$ cat config.mk
export PLATFORM = sky130hd
export DESIGN_NAME = imem_uart_loader
export DESIGN_NICKNAME = d
export VERILOG_FILES = /design/src/rtl/imem_uart_loader.sv
export SDC_FILE = /design/constraint.sdc
export NUM_CORES = 1
export LEC_CHECK = 0
export BUFFER_PORTS_ARGS = -buffer_cell sky130_fd_sc_hd__clkbuf_2
export CAP_MARGIN = 10
export CELL_PAD_IN_SITES_DETAIL_PLACEMENT = 1
export CELL_PAD_IN_SITES_GLOBAL_PLACEMENT = 1
export CORE_UTILIZATION = 35
export CTS_CLUSTER_DIAMETER = 40
export CTS_CLUSTER_SIZE = 28
export DETAILED_ROUTE_END_ITERATION = 7
export PLACE_DENSITY = 0.65
export SYNTH_ARGS = -nofsm -noshare
export SYNTH_HDL_FRONTEND = slang
export SYNTH_SLANG_ARGS = --single-unit
$ cat constraint.sdc
create_clock -name MAX10_CLK1_50 -period 2 [get_ports MAX10_CLK1_50]
set_input_delay 0.3 -clock MAX10_CLK1_50 [delete_from_list [all_inputs] [get_ports MAX10_CLK1_50]]
set_output_delay 0.3 -clock MAX10_CLK1_50 [all_outputs]
set_load 0.02 [all_outputs]
$ cat src/rtl/imem_uart_loader.sv
// -----------------------------------------------------------------------------
// imem_uart_loader
//
// Receives a framed byte stream from the UART receiver, assembles 32-bit
// instruction words (MSB first), writes them into the instruction memory and
// keeps the CPU held until a complete image with a matching XOR checksum has
// been loaded.
//
// Frame: SYNC_BYTE, COUNT (N words, 0 means 256), N*4 data bytes, CHK byte
// where CHK is the XOR of all data bytes.
//
// Ports:
//   MAX10_CLK1_50  in   system clock
//   reset          in   synchronous active-high reset
//   rx_valid       in   one-cycle strobe qualifying rx_byte
//   rx_byte        in   received byte
//   imem_we        out  one-cycle instruction memory write strobe
//   imem_addr      out  write address (holds between writes)
//   imem_wdata     out  write data (holds between writes)
//   cpu_hold       out  1 = CPU held in reset, 0 = CPU runs
//   load_done      out  last frame loaded and verified
//   load_error     out  last frame failed (checksum or timeout)
//   words_loaded   out  words written in the current/last frame
// -----------------------------------------------------------------------------
module imem_uart_loader #(
  parameter int         ADDR_W         = 8,
  parameter logic [7:0] SYNC_BYTE      = 8'hA5,
  parameter int         TIMEOUT_CYCLES = 5_000_000
) (
  input  logic              MAX10_CLK1_50,
  input  logic              reset,
  input  logic              rx_valid,
  input  logic [7:0]        rx_byte,
  output logic              imem_we,
  output logic [ADDR_W-1:0] imem_addr,
  output logic [31:0]       imem_wdata,
  output logic              cpu_hold,
  output logic              load_done,
  output logic              load_error,
  output logic [ADDR_W:0]   words_loaded
);

  localparam int CNT_W = ADDR_W + 1;
  localparam int TO_W  = $clog2(TIMEOUT_CYCLES + 1);

  typedef enum logic [2:0] {
    IDLE,
    COUNT,
    DATA,
    CHECK,
    DONE,
    ERROR
  } state_t;

  state_t state, next_state;

  logic [CNT_W-1:0] n_words;
  logic [1:0]       byte_idx;
  // Only the three most recent bytes are needed: the fourth byte of a word
  // is taken straight from rx_byte when the word is written.
  logic [23:0]      asm_reg;
  logic [7:0]       checksum;
  logic [TO_W-1:0]  to_cnt;

  logic sync_seen;
  logic in_frame;
  logic timeout_hit;
  logic word_accept;
  logic last_word;

  logic enter_count;
  logic cpu_hold_d;
  logic load_done_d;
  logic load_error_d;

  assign sync_seen   = rx_valid && (rx_byte == SYNC_BYTE);
  assign in_frame    = (state == COUNT) || (state == DATA) || (state == CHECK);
  // An arriving byte on the terminal count wins over the timeout.
  assign timeout_hit = in_frame && !rx_valid &&
                       (to_cnt == TO_W'(TIMEOUT_CYCLES - 1));
  assign word_accept = (state == DATA) && rx_valid && (byte_idx == 2'd3);
  assign last_word   = ((words_loaded + CNT_W'(1)) == n_words);

  // State register
  always_ff @(posedge MAX10_CLK1_50) begin
    if (reset) begin
      state <= IDLE;
    end else begin
      state <= next_state;
    end
  end

  // Next-state logic
  always_comb begin
    next_state = state;
    unique case (state)
      IDLE: begin
        if (sync_seen) next_state = COUNT;
      end
      COUNT: begin
        if (rx_valid)         next_state = DATA;
        else if (timeout_hit) next_state = ERROR;
      end
      DATA: begin
        if (word_accept && last_word) next_state = CHECK;
        else if (timeout_hit)         next_state = ERROR;
      end
      CHECK: begin
        if (rx_valid)         next_state = (rx_byte == checksum) ? DONE : ERROR;
        else if (timeout_hit) next_state = ERROR;
      end
      DONE, ERROR: begin
        if (sync_seen) next_state = COUNT;
      end
      default: next_state = IDLE;
    endcase
  end

  // Output decode: status flags follow the state being entered so that the
  // registered outputs change in the cycle after the transition.
  always_comb begin
    cpu_hold_d   = 1'b1;
    load_done_d  = 1'b0;
    load_error_d = 1'b0;
    case (next_state)
      DONE: begin
        cpu_hold_d  = 1'b0;
        load_done_d = 1'b1;
      end
      ERROR: begin
        load_error_d = 1'b1;
      end
      default: begin
      end
    endcase
    enter_count = (next_state == COUNT) && (state != COUNT);
  end

  // Datapath and registered outputs. The word index is the low ADDR_W bits
  // of words_loaded, so it wraps naturally for a 256-word frame.
  always_ff @(posedge MAX10_CLK1_50) begin
    if (reset) begin
      imem_we      <= 1'b0;
      imem_addr    <= '0;
      imem_wdata   <= '0;
      cpu_hold     <= 1'b1;
      load_done    <= 1'b0;
      load_error   <= 1'b0;
      words_loaded <= '0;
      n_words      <= '0;
      byte_idx     <= '0;
      asm_reg      <= '0;
      checksum     <= '0;
      to_cnt       <= '0;
    end else begin
      imem_we    <= word_accept;
      cpu_hold   <= cpu_hold_d;
      load_done  <= load_done_d;
      load_error <= load_error_d;

      if (word_accept) begin
        imem_addr  <= words_loaded[ADDR_W-1:0];
        imem_wdata <= {asm_reg, rx_byte};
      end

      if (!in_frame || rx_valid) begin
        to_cnt <= '0;
      end else begin
        to_cnt <= to_cnt + TO_W'(1);
      end

      if (enter_count) begin
        words_loaded <= '0;
        checksum     <= '0;
        byte_idx     <= '0;
      end else if ((state == COUNT) && rx_valid) begin
        n_words  <= (rx_byte == 8'd0) ? CNT_W'(256) : CNT_W'(rx_byte);
        checksum <= '0;
        byte_idx <= '0;
      end else if ((state == DATA) && rx_valid) begin
        asm_reg  <= {asm_reg[15:0], rx_byte};
        checksum <= checksum ^ rx_byte;
        byte_idx <= byte_idx + 2'd1;
        if (byte_idx == 2'd3) begin
          words_loaded <= words_loaded + CNT_W'(1);
        end
      end
    end
  end

endmodule

## Yosys cells after proc, flatten, opt, wreduce, memory -nomap -nowiden

Cells that the tools add are included.

| word-level totals | value |
|---|---|
| flip-flop bits (word level) | 122 |
| bits of input ports | 11 |
| output and inout port bits | 53 |
| logic and storage cells | 66 |

| operators by class | value |
|---|---|
| $add $sub $neg | 3 |
| eq/ne operators | 14 |
| mux-type cells | 11 |
| bitwise logic cells | 3 |
| reductions and logical operators | 22 |

Operators with widths:

| cell | count |
|---|---|
| $add 23x1->23 const B | 1 |
| $eq 23x23->1 const B | 1 |
| $mux 3 | 5 |
| $eq 3x3->1 const B | 4 |
| $pmux 3 s4 | 1 |
| $add 9x1->9 const B | 1 |
| $eq 9x9->1 | 1 |
| $mux 9 | 1 |
| $eq 8x8->1 | 1 |
| $eq 8x8->1 const B | 1 |
| $logic_and 1x1->1 | 8 |
| $logic_not 8->1 | 1 |
| $xor 8x8->8 | 1 |
| $eq 3x1->1 const B | 2 |
| $eq 3x2->1 const B | 2 |
| $reduce_and 3->1 | 2 |
| $reduce_or 3->1 | 2 |
| $mux 1 | 4 |
| $reduce_or 2->1 | 2 |
| $logic_not 3->1 | 1 |
| $logic_or 1x1->1 | 3 |
| $ne 3x1->1 const B | 1 |
| $add 2x1->2 const B | 1 |
| $eq 2x2->1 const B | 1 |
| other kinds (3) | 5 |

## Depth between registers and ports, before layout

Gate-level depths: netlist of the first run.

| logic depth | value |
|---|---|
| word-level depth | 12 |
| depth in mapped cells | 9 |
| mapped depth without buffers | 7 |

## Worst setup path before layout of the first run

No wires, ideal clock.

| timing path | value |
|---|---|
| path kind | reg-to-reg |
| start | register words_loaded[1] |
| end | register load_done |
| setup time | 0.115 ns |
| arrival time | 2.008 ns |
| required time | 1.885 ns |
| path slack | -0.123 ns |
| cell stages (with the launch flop) | 7 |
| path buffers | 1 |
| period minus slack after synthesis | 2.123 ns |
| cells stage by stage | dfxtp_1 > ha_1 > clkbuf_1 > or4b_4 > a2111oi_4 > a211oi_2 > and2_1 |

| between the ends | value |
|---|---|
| word-level cells in the longest chain between the ends | 7 |

Ends and longest elaborated chain:

| element | RTL line | text |
|---|---|---|
| from (decl) | 40 | `output logic [ADDR_W:0] words_loaded` |
| from (signal assigned) | 185 | `words_loaded <= words_loaded + CNT_W'(1);` |
| $add 9x1->9 | 82 | `assign last_word = ((words_loaded + CNT_W'(1)) == n_words);` |
| $eq 9x9->1 | 82 |  |
| $logic_and 1x1->1 | 105 | `if (word_accept && last_word) next_state = CHECK;` |
| $mux 3 | 105 |  |
| $pmux 3 s4 | 96 | `unique case (state)` |
| $eq 3x3->1 | 125 | `case (next_state)` |
| $mux 1 | 125 |  |
| to (signal assigned) | 158 | `load_done <= load_done_d;` |
| to (decl) | 38 | `output logic load_done,` |

No other way between the ends.
A chain may end at the register's enable or synchronous reset.

## Worst setup path after layout of the first run

| timing path | value |
|---|---|
| start | register words_loaded[4] |
| end | register load_done |

The elaborated chain is that of the path after synthesis.

==> impl_metrics.json, run 1 <==
{
  "io_buffers": 63,
  "drc_errors": 0,
  "rows": 43,
  "cts_buffers": 17,
  "cts_tree": "done",
  "min_from": "rx_byte[1]",
  "overflow": 0,
  "synth_area_um2": 5020,
  "layout-drive-gt1-share_pct": 19.7,
  "grtUsageMet2_pct": 31.0,
  "grt_use_met1_pct": 24.0,
  "crit_path_max_fanout": 6,
  "drtPass1Iterations": 4,
  "ir_worst_vdd_uv": 474,
  "setup_viol": 0,
  "rsz0062_at_grt": "no",
  "fin_setup_tns_ns": 0,
  "slew_viol_final": 0,
  "period_share_pct": 96.6,
  "clockRootBuffer": "clkbuf_16",
  "end_kind": "register",
  "ys_seq_area_share_pct": 48.6,
  "synth-seq-cells": 122,
  "synth.avg_cell_area_um2": 8.22,
  "min_to": "imem_wdata[1]",
  "max_slew_margin_pct": 74.2,
  "pin_count": 64,
  "wl_per_cell_um": 15.2,
  "hold_depth": 3,
  "rrSetupSlack_ns": 0.07,
  "grt_pass1_wl_um": 21600,
  "viasPerCell": 5.00,
  "crit_path_start_kind": "register",
  "synthDistinctLibCells": 49,
  "dp_hpwl_um": 9310,
  "hold_path_class": "in2reg",
  "arrival_ns": 2.24,
  "p_per_area_nw_per_um2": 872,
  "grt_max_degree": 39,
  "max_stage_delay_ns": 0.54,
  "core_area_um2": 13900,
  "slowest_stage": "or4b_4",
  "clk_latency_ns": 0.42,
  "final_period_minus_worst_setup_slack_ns": 1.93,
  "ant_nets": 0,
  "synth-main-ff-cell": "dfxtp_1",
  "hold_violations": 0,
  "ys_top_cells_by_area": "dfxtp_1 (49%), nand2_1 (12%), a21oi_1 (7.7%)",
  "rr_worst_depth": 5,
  "syn-num-nets": 625,
  "dieHeight_um": 122,
  "synth_cells": 611,
  "worst_slew_pin_slew_ns": 0.383,
  "grt_usage_pct": 19.0,
  "final_cell_mix": "nand2_1 (167), dfxtp_1 (120), a21oi_1 (77)",
  "ctsHoldBuffers": 0,
  "yosysTopAreaCell": "dfxtp_1",
  "gr-max-usage-layer": "met2",
  "p_total_mw": 5.41,
  "use_met3_pct": 5.15,
  "synth_warnings": 0,
  "path_buf_inv": 0,
  "largest_reg_flops": 32,
  "vias": 4361,
  "cp_cell_sequence": "xnor2_1, or4b_4, a2111oi_4, a211oi_2, and2_1",
  "crit-reg2reg-launch": "words_loaded[4]",
  "clock_skew_ns": 0.00595,
  "p_leak_nw": 2.21,
  "grt_pass1_vias": 4262,
  "synth_edf_count": 0,
  "final_core_util_pct": 44.5,
  "cts_buffer_depth": 2,
  "final_nets": 693,
  "criticalPathCategory": "reg2reg",
  "antenna_found_initial": 0,
  "crit_family": "simple AND/OR/NAND/NOR gates",
  "drv_cap": 0,
  "clock_sinks": 122,
  "synth_top_area_share_pct": 48.6,
  "cts_resized": 0,
  "cts_setup_buffers": 0,
  "max_freq_ghz": 0.518,
  "layout_commonest_cell": "nand2_1",
  "die_w_um": 122,
  "h-tree-depth": 4,
  "gp_congestion": 0.783,
  "required_ns": 2.31,
  "dieArea_um2": 14800,
  "synthArstFlopShare_pct": 0,
  "drt_first_iter_violations": 180,
  "clkSlewWorstSetupHoldPaths_ns": 0.06,
  "diodes": 0,
  "initial_core_util_pct": 36.0,
  "rr_endpoint": "load_done",
  "routed_wl_um": 13300,
  "area_delta_synth_final_pct": 23.6,
  "status": "finished clean"
}
## worst register-to-register path, delay by kind of cell (launching register included)
family,cells,cell delay (ns)
simple gates,2,0.69
compound gates,2,0.51
flops,1,0.48
xor+xnor,1,0.14
## cells by family after synthesis
| group | synth area share, % |
|---|---|
| AO/OA/AOI/OAI | 11.5 |
| adder cells (fa/ha/maj) | 0.747 |
| AND/OR/NAND/NOR | 25.5 |
| multiplexers | 0.199 |
| XOR/XNOR | 9.42 |
| buffers and inverters | 4.06 |
| flip-flops | 48.6 |
## through the flow
step	std cells	cell area, µm²	hold slack (ns)	worst slack [ns]
CTS	872	6180	0.160	0.0571
floorplan	611	5030	0.413	0.0523
finish	872	6210	0.180	0.0681
global route	872	6210	0.196	0.00836
detailed placement	840	5620	0.433	0.0444
global placement	840	5620	0.423	0.115
## power by group
group	leakage, nW	internal, mW	total (mW)	switching, mW
logic	0.957	0.0222	0.0790	0.0568
registers	0.983	2.43	2.43	0.000351
clock network	0.269	1.80	2.90	1.10
## synthesized netlist by cell type (2+ instances only)
cell type / n
or3_1: 5
xnor2_1: 27
and2_1: 5
a31oi_1: 2
dfxtp_1: 122
nand4_1: 6
buf_2: 7
o21ai_0: 6
ha_1: 3
clkbuf_1: 28
nor4_2: 2
buf_1: 5
o21a_1: 2
nand3_1: 15
nor4_1: 12
nor2_1: 32
and3_1: 4
xor2_1: 27
nand2_1: 167
a21oi_1: 77
nand3b_1: 2
nor3_1: 19
nor2b_1: 3
inv_1: 7
and4_1: 2
## worst max path at each step
stage               slack [ns]            start  cells past startpoint              end
CTS                       0.06  words_loaded[4]                      5        load_done
global placement          0.11       rx_byte[1]                      8  words_loaded[1]
floorplan                 0.05  words_loaded[2]                      6        load_done
global route             0.008        to_cnt[0]                      7       to_cnt[20]
detailed placement        0.04       rx_byte[1]                      8      checksum[3]
finish                    0.07  words_loaded[4]                      5        load_done
## final cells by class
cell class	count	area, µm²
fill	1682	7730
sequential	122	2440
multi-input combinational	440	2400
timing repair buffer	91	538
clock buffer	22	474
tap	180	225
clock inverter	10	92.6
inverter	7	26.3
## layer usage
| metal | part of all wire [%] | up-vias |
|---|---|---|
| li1 | - | 2180 |
| met1 | 48 | 2086 |
| met2 | 47 | 80 |
| met3 | 3.7 | 15 |
| met4 | 1.2 | 0 |
| met5 | 0 | - |
No activity file was read; power rests on OpenSTA's default activity.
==> run 2: changes to the inputs <==
--- a/config.mk
+++ b/config.mk
@@ -10,6 +10,7 @@
 export CELL_PAD_IN_SITES_DETAIL_PLACEMENT = 1
 export CELL_PAD_IN_SITES_GLOBAL_PLACEMENT = 1
 export CORE_UTILIZATION = 35
+export CTS_BUF_LIST = sky130_fd_sc_hd__clkbuf_8
 export CTS_CLUSTER_DIAMETER = 40
 export CTS_CLUSTER_SIZE = 28
 export DETAILED_ROUTE_END_ITERATION = 7
==> run 2 against run 1 <==
Net effect: register-to-register slack barely moved; largest cell class unchanged; first-iteration DRC count rose by 3.3%; count of clock-buffer cells in the layout fell by 2.
==> impl_metrics.json, run 2 (synthesis gave the netlist of run 1 again) <==
{
  "fillCellCount": 1700,
  "max_stage_delay_ns": 0.54,
  "clock_skew_ns": 0.00925,
  "dp_hpwl_um": 9310,
  "max_slew_margin_pct": 73.6,
  "dieHeight_um": 122,
  "core_area_um2": 13900,
  "period_share_pct": 96.5,
  "end_kind": "register",
  "multiInputGateArea_um2": 2400,
  "crit_path_max_fanout": 6,
  "instances_no_fill": 872,
  "drc_errors": 0,
  "clk_latency_ns": 0.44,
  "ant_nets": 0,
  "status": "finished clean",
  "layout-drive-gt1-share_pct": 19.4,
  "rows": 43,
  "pin_count": 64,
  "rsz0062_at_grt": "no",
  "h-tree-depth": 4,
  "hold_violations": 0,
  "slowest_stage": "or4b_4",
  "drtPass1Iterations": 4,
  "worst_slew_pin_slew_ns": 0.392,
  "wl_per_cell_um": 15.0,
  "grt_usage_pct": 18.7,
  "viasPerCell": 4.96,
  "fin_setup_tns_ns": 0,
  "drv_cap": 0,
  "clockRootBuffer": "clkbuf_8",
  "grtUsageMet2_pct": 29.9,
  "clkSlewWorstSetupHoldPaths_ns": 0.08,
  "diodes": 0,
  "ir_worst_vdd_uv": 311,
  "vias": 4326,
  "grt_pass1_wl_um": 21300,
  "setup_viol": 0,
  "required_ns": 2.33,
  "grt_use_met1_pct": 23.9,
  "area_delta_synth_final_pct": 19.6,
  "gp_congestion": 0.783,
  "layout_commonest_cell": "nand2_1",
  "grt_pass1_vias": 4258,
  "criticalPathCategory": "reg2reg",
  "slew_viol_final": 0,
  "final_cell_mix": "nand2_1 (167), dfxtp_1 (120), a21oi_1 (77)",
  "hold_path_class": "in2reg",
  "max_freq_ghz": 0.518,
  "largest_reg_flops": 32,
  "die_w_um": 122,
  "arrival_ns": 2.26,
  "crit_path_start_kind": "register",
  "cts_tree": "done",
  "antenna_found_initial": 0,
  "gr-max-usage-layer": "met2",
  "place_inst": 840,
  "use_met3_pct": 5.01,
  "routed_wl_um": 13000,
  "grt_max_degree": 39,
  "cts_buffers": 17,
  "initial_core_util_pct": 36.0,
  "clock_sinks": 122,
  "io_buffers": 63,
  "cp_cell_sequence": "xnor2_1, or4b_4, a2111oi_4, a211oi_2, and2_1",
  "regArea_um2": 2440,
  "drt_first_iter_violations": 186,
  "overflow": 0,
  "final_period_minus_worst_setup_slack_ns": 1.93,
  "p_leak_nw": 2.13,
  "final_nets": 693,
  "cts_buffer_depth": 2,
  "p_per_area_nw_per_um2": 761,
  "rrSetupSlack_ns": 0.07,
  "dieArea_um2": 14800
}
run 2: worst max-delay path, delay by kind of cell (launching register included):
family                    cells  cell delay, ns
and+or+nand+nor               2            0.69
xor gates and xnor gates      1            0.14
DFF                           1            0.48
AOI/OAI and AO/OA             2            0.51
run 2: what timing repair did:
| item | in CTS | in global routing |
|---|---|---|
| buffers inserted | 0 | 0 |
| hold buffers | 0 | 0 |
| gates resized for setup | 0 | 3 |
| setup endpoints to repair | 0 | 15 |
run 2: metal layers:
metal,routed length (µm),vias up,share of wire (%)
li1,-,2176,-
met1,6390,2073,49
met2,6090,68,47
met3,428,9,3.3
met4,138,0,1.1
met5,0,-,0
run 2: final cells by class:
cell class | count | area share [%]
Inverter | 7 | 0.438
Tap cell | 180 | 3.75
Clock buffer | 20 | 4.58
Multi-Input combinational cell | 440 | 39.9
Sequential cell | 122 | 40.7
Clock inverter | 12 | 1.67
Timing Repair Buffer | 91 | 8.96
run 2: per-stage QoR:
stage	area (µm²)	power, mW	setup slack (ns)	utilization, %	hold slack, ns
after floorplan	5030	2.52	0.0523	-	0.413
after global placement	5620	2.56	0.115	40.3	0.423
after detailed placement	5620	2.56	0.0444	40.3	0.433
after CTS	5990	4.65	0.0547	43.0	0.109
after global routing	6010	4.75	0.00293	43.1	0.148
final	6010	4.57	0.0692	43.1	0.152
run 2: path summary, 6_finish.rpt:
path | start | endpoint | cells past startpoint
worst max-delay path | words_loaded[4] | load_done | 5
worst min-delay path | rx_byte[1] | imem_wdata[1] | 3
worst max register to register | words_loaded[4] | load_done | 5
worst min register to register | to_cnt[0] | to_cnt[0] | 1
run 2: power by group:
part	total [mW]	internal [mW]	switching [mW]
Sequential	2.43	2.43	0.000344
Clock	2.06	1.07	0.993
Combinational	0.0790	0.0222	0.0567
Total	4.57	3.52	1.05
==> run 3: changes to the inputs <==
--- a/config.mk
+++ b/config.mk
@@ -9,12 +9,12 @@
 export CAP_MARGIN = 10
 export CELL_PAD_IN_SITES_DETAIL_PLACEMENT = 1
 export CELL_PAD_IN_SITES_GLOBAL_PLACEMENT = 1
-export CORE_UTILIZATION = 35
+export CORE_UTILIZATION = 40
 export CTS_BUF_LIST = sky130_fd_sc_hd__clkbuf_8
 export CTS_CLUSTER_DIAMETER = 40
 export CTS_CLUSTER_SIZE = 28
 export DETAILED_ROUTE_END_ITERATION = 7
-export PLACE_DENSITY = 0.65
+export PLACE_DENSITY = 0.73
 export SYNTH_ARGS = -nofsm -noshare
 export SYNTH_HDL_FRONTEND = slang
 export SYNTH_SLANG_ARGS = --single-unit
==> run 3 against run 2 <==
Net effect: final cell count fell by 2.1%; sequential power barely moved; fmax grew 1.8%; combinational power shrank 0.8%; via count barely moved.
==> impl_metrics.json, run 3 (synthesis gave the netlist of run 1 again) <==
{
  "path_buf_inv": 0,
  "area_delta_synth_final_pct": 19.2,
  "initial_core_util_pct": 41.5,
  "required_ns": 2.33,
  "status": "finished clean",
  "final_nets": 690,
  "clkSlewWorstSetupHoldPaths_ns": 0.07,
  "worst_slew_pin_slew_ns": 0.429,
  "rrSetupSlack_ns": 0.10,
  "clk_latency_ns": 0.44,
  "viasPerCell": 5.06,
  "slowest_stage": "or4b_4",
  "grt_pass1_vias": 4363,
  "fillCellCount": 1538,
  "layout_commonest_cell": "nand2_1",
  "clock_skew_ns": 0.0125,
  "hold_violations": 0,
  "crit_path_max_fanout": 6,
  "drtPass1Iterations": 4,
  "end_kind": "register",
  "slew_viol_final": 0,
  "fin_area_um2": 5980,
  "cts_resized": 0,
  "grt_usage_pct": 21.4,
  "rows": 40,
  "drt_first_iter_violations": 208,
  "rsz0062_at_grt": "yes",
  "cp_cell_sequence": "xnor2_1, or4b_4, a2111oi_4, a211oi_2, and2_1",
  "gp_congestion": 0.822,
  "max_slew_margin_pct": 71.1,
  "cts_buffers": 17,
  "core_area_um2": 12100,
  "routed_wl_um": 13000,
  "crit_family": "simple AND/OR/NAND/NOR gates",
  "dieArea_um2": 13000,
  "p_per_area_nw_per_um2": 794,
  "criticalPathCategory": "reg2reg",
  "pin_count": 64,
  "final_cell_mix": "nand2_1 (167), dfxtp_1 (120), a21oi_1 (77)",
  "grt_max_degree": 54,
  "arrival_ns": 2.22,
  "vias": 4323,
  "layout-drive-gt1-share_pct": 18.7,
  "ctsHoldBuffers": 0,
  "dp_hpwl_um": 9080,
  "largest_reg_flops": 32,
  "die_w_um": 114,
  "max_stage_delay_ns": 0.53,
  "cts_setup_buffers": 0,
  "diodes": 0,
  "p_total_mw": 4.75,
  "cts_buffer_depth": 2,
  "grt_pass1_wl_um": 21400,
  "period_share_pct": 94.8,
  "clockRootBuffer": "clkbuf_8",
  "drv_cap": 0,
  "clock_sinks": 122,
  "ant_nets": 0,
  "crit_path_start_kind": "register",
  "ir_worst_vdd_uv": 484,
  "antenna_found_initial": 0,
  "whs_ns": 0.145,
  "final_core_util_pct": 49.4,
  "p_leak_nw": 2.12,
  "dpl-instance-area_um2": 5580,
  "io_buffers": 63,
  "dieHeight_um": 114,
  "max_freq_ghz": 0.527,
  "final_period_minus_worst_setup_slack_ns": 1.90,
  "hold_path_class": "in2reg",
  "setup_viol": 0,
  "cts_tree": "done",
  "overflow": 0,
  "drc_errors": 0,
  "wl_per_cell_um": 15.2,
  "h-tree-depth": 4
}
run 3: cell count changes in the layout (fill, tap and decap cells not counted):
cell / before / now
buf_6: 0 / 1
buf_4: 27 / 23
inv_6: 1 / 0
clkinv_4: 1 / 0
nor2b_1: 3 / 2
xnor2_2: 1 / 0
clkinvlp_4: 4 / 2
bufinv_16: 1 / 3
nor2b_2: 0 / 1
nor4b_2: 1 / 0
nor4b_1: 0 / 1
inv_1: 9 / 8
xnor2_1: 26 / 27
run 3: worst register-to-register path: stages (launching register included):
cell	delay, ns
dfxtp_1	0.44
xnor2_1	0.13
or4b_4	0.54
a2111oi_4	0.39
a211oi_2	0.15
and2_1	0.15
run 3: layout make-up:
type | instances | area [µm²] | area share (%)
clock inverters | 9 | 124 | 2.07
clock buffers | 20 | 275 | 4.60
well taps | 168 | 210 | 3.51
inverters | 7 | 26.3 | 0.439
multi-input cells | 440 | 2380 | 39.8
flip-flops and latches | 122 | 2440 | 40.9
repair buffers | 88 | 519 | 8.68
run 3: layer usage:
metal	routed length, µm	GRT usage [%]	part of all wire, %	vias to the layer above
li1	-	-	-	2154
met1	6100	27.1	47	2068
met2	6200	34.9	48	86
met3	491	5.19	3.8	15
met4	187	8.74	1.4	0
met5	0	0	0	-
run 3: path summary, 6_finish.rpt:
check	start	cells after the start	to
min reg2reg	imem_wdata[11]	2	imem_wdata[11]
max	words_loaded[4]	5	load_done
min	rx_byte[3]	3	imem_wdata[3]
max reg2reg	words_loaded[4]	5	load_done
run 3: power by group:
part	internal [mW]	total, mW	switching, mW
registers	2.43	2.43	0.000341
logic	0.0224	0.0784	0.0560
clock network	1.30	2.24	0.945
run 3: through the flow:
stage | cells | setup WS [ns] | setup TNS, ns
after global placement | 825 | 0.112 | 0
after detailed placement | 825 | 0.0830 | 0
after CTS | 854 | 0.0760 | 0
final | 854 | 0.104 | 0
after floorplan | 611 | 0.0523 | 0
after global routing | 854 | -0.0251 | -0.0631
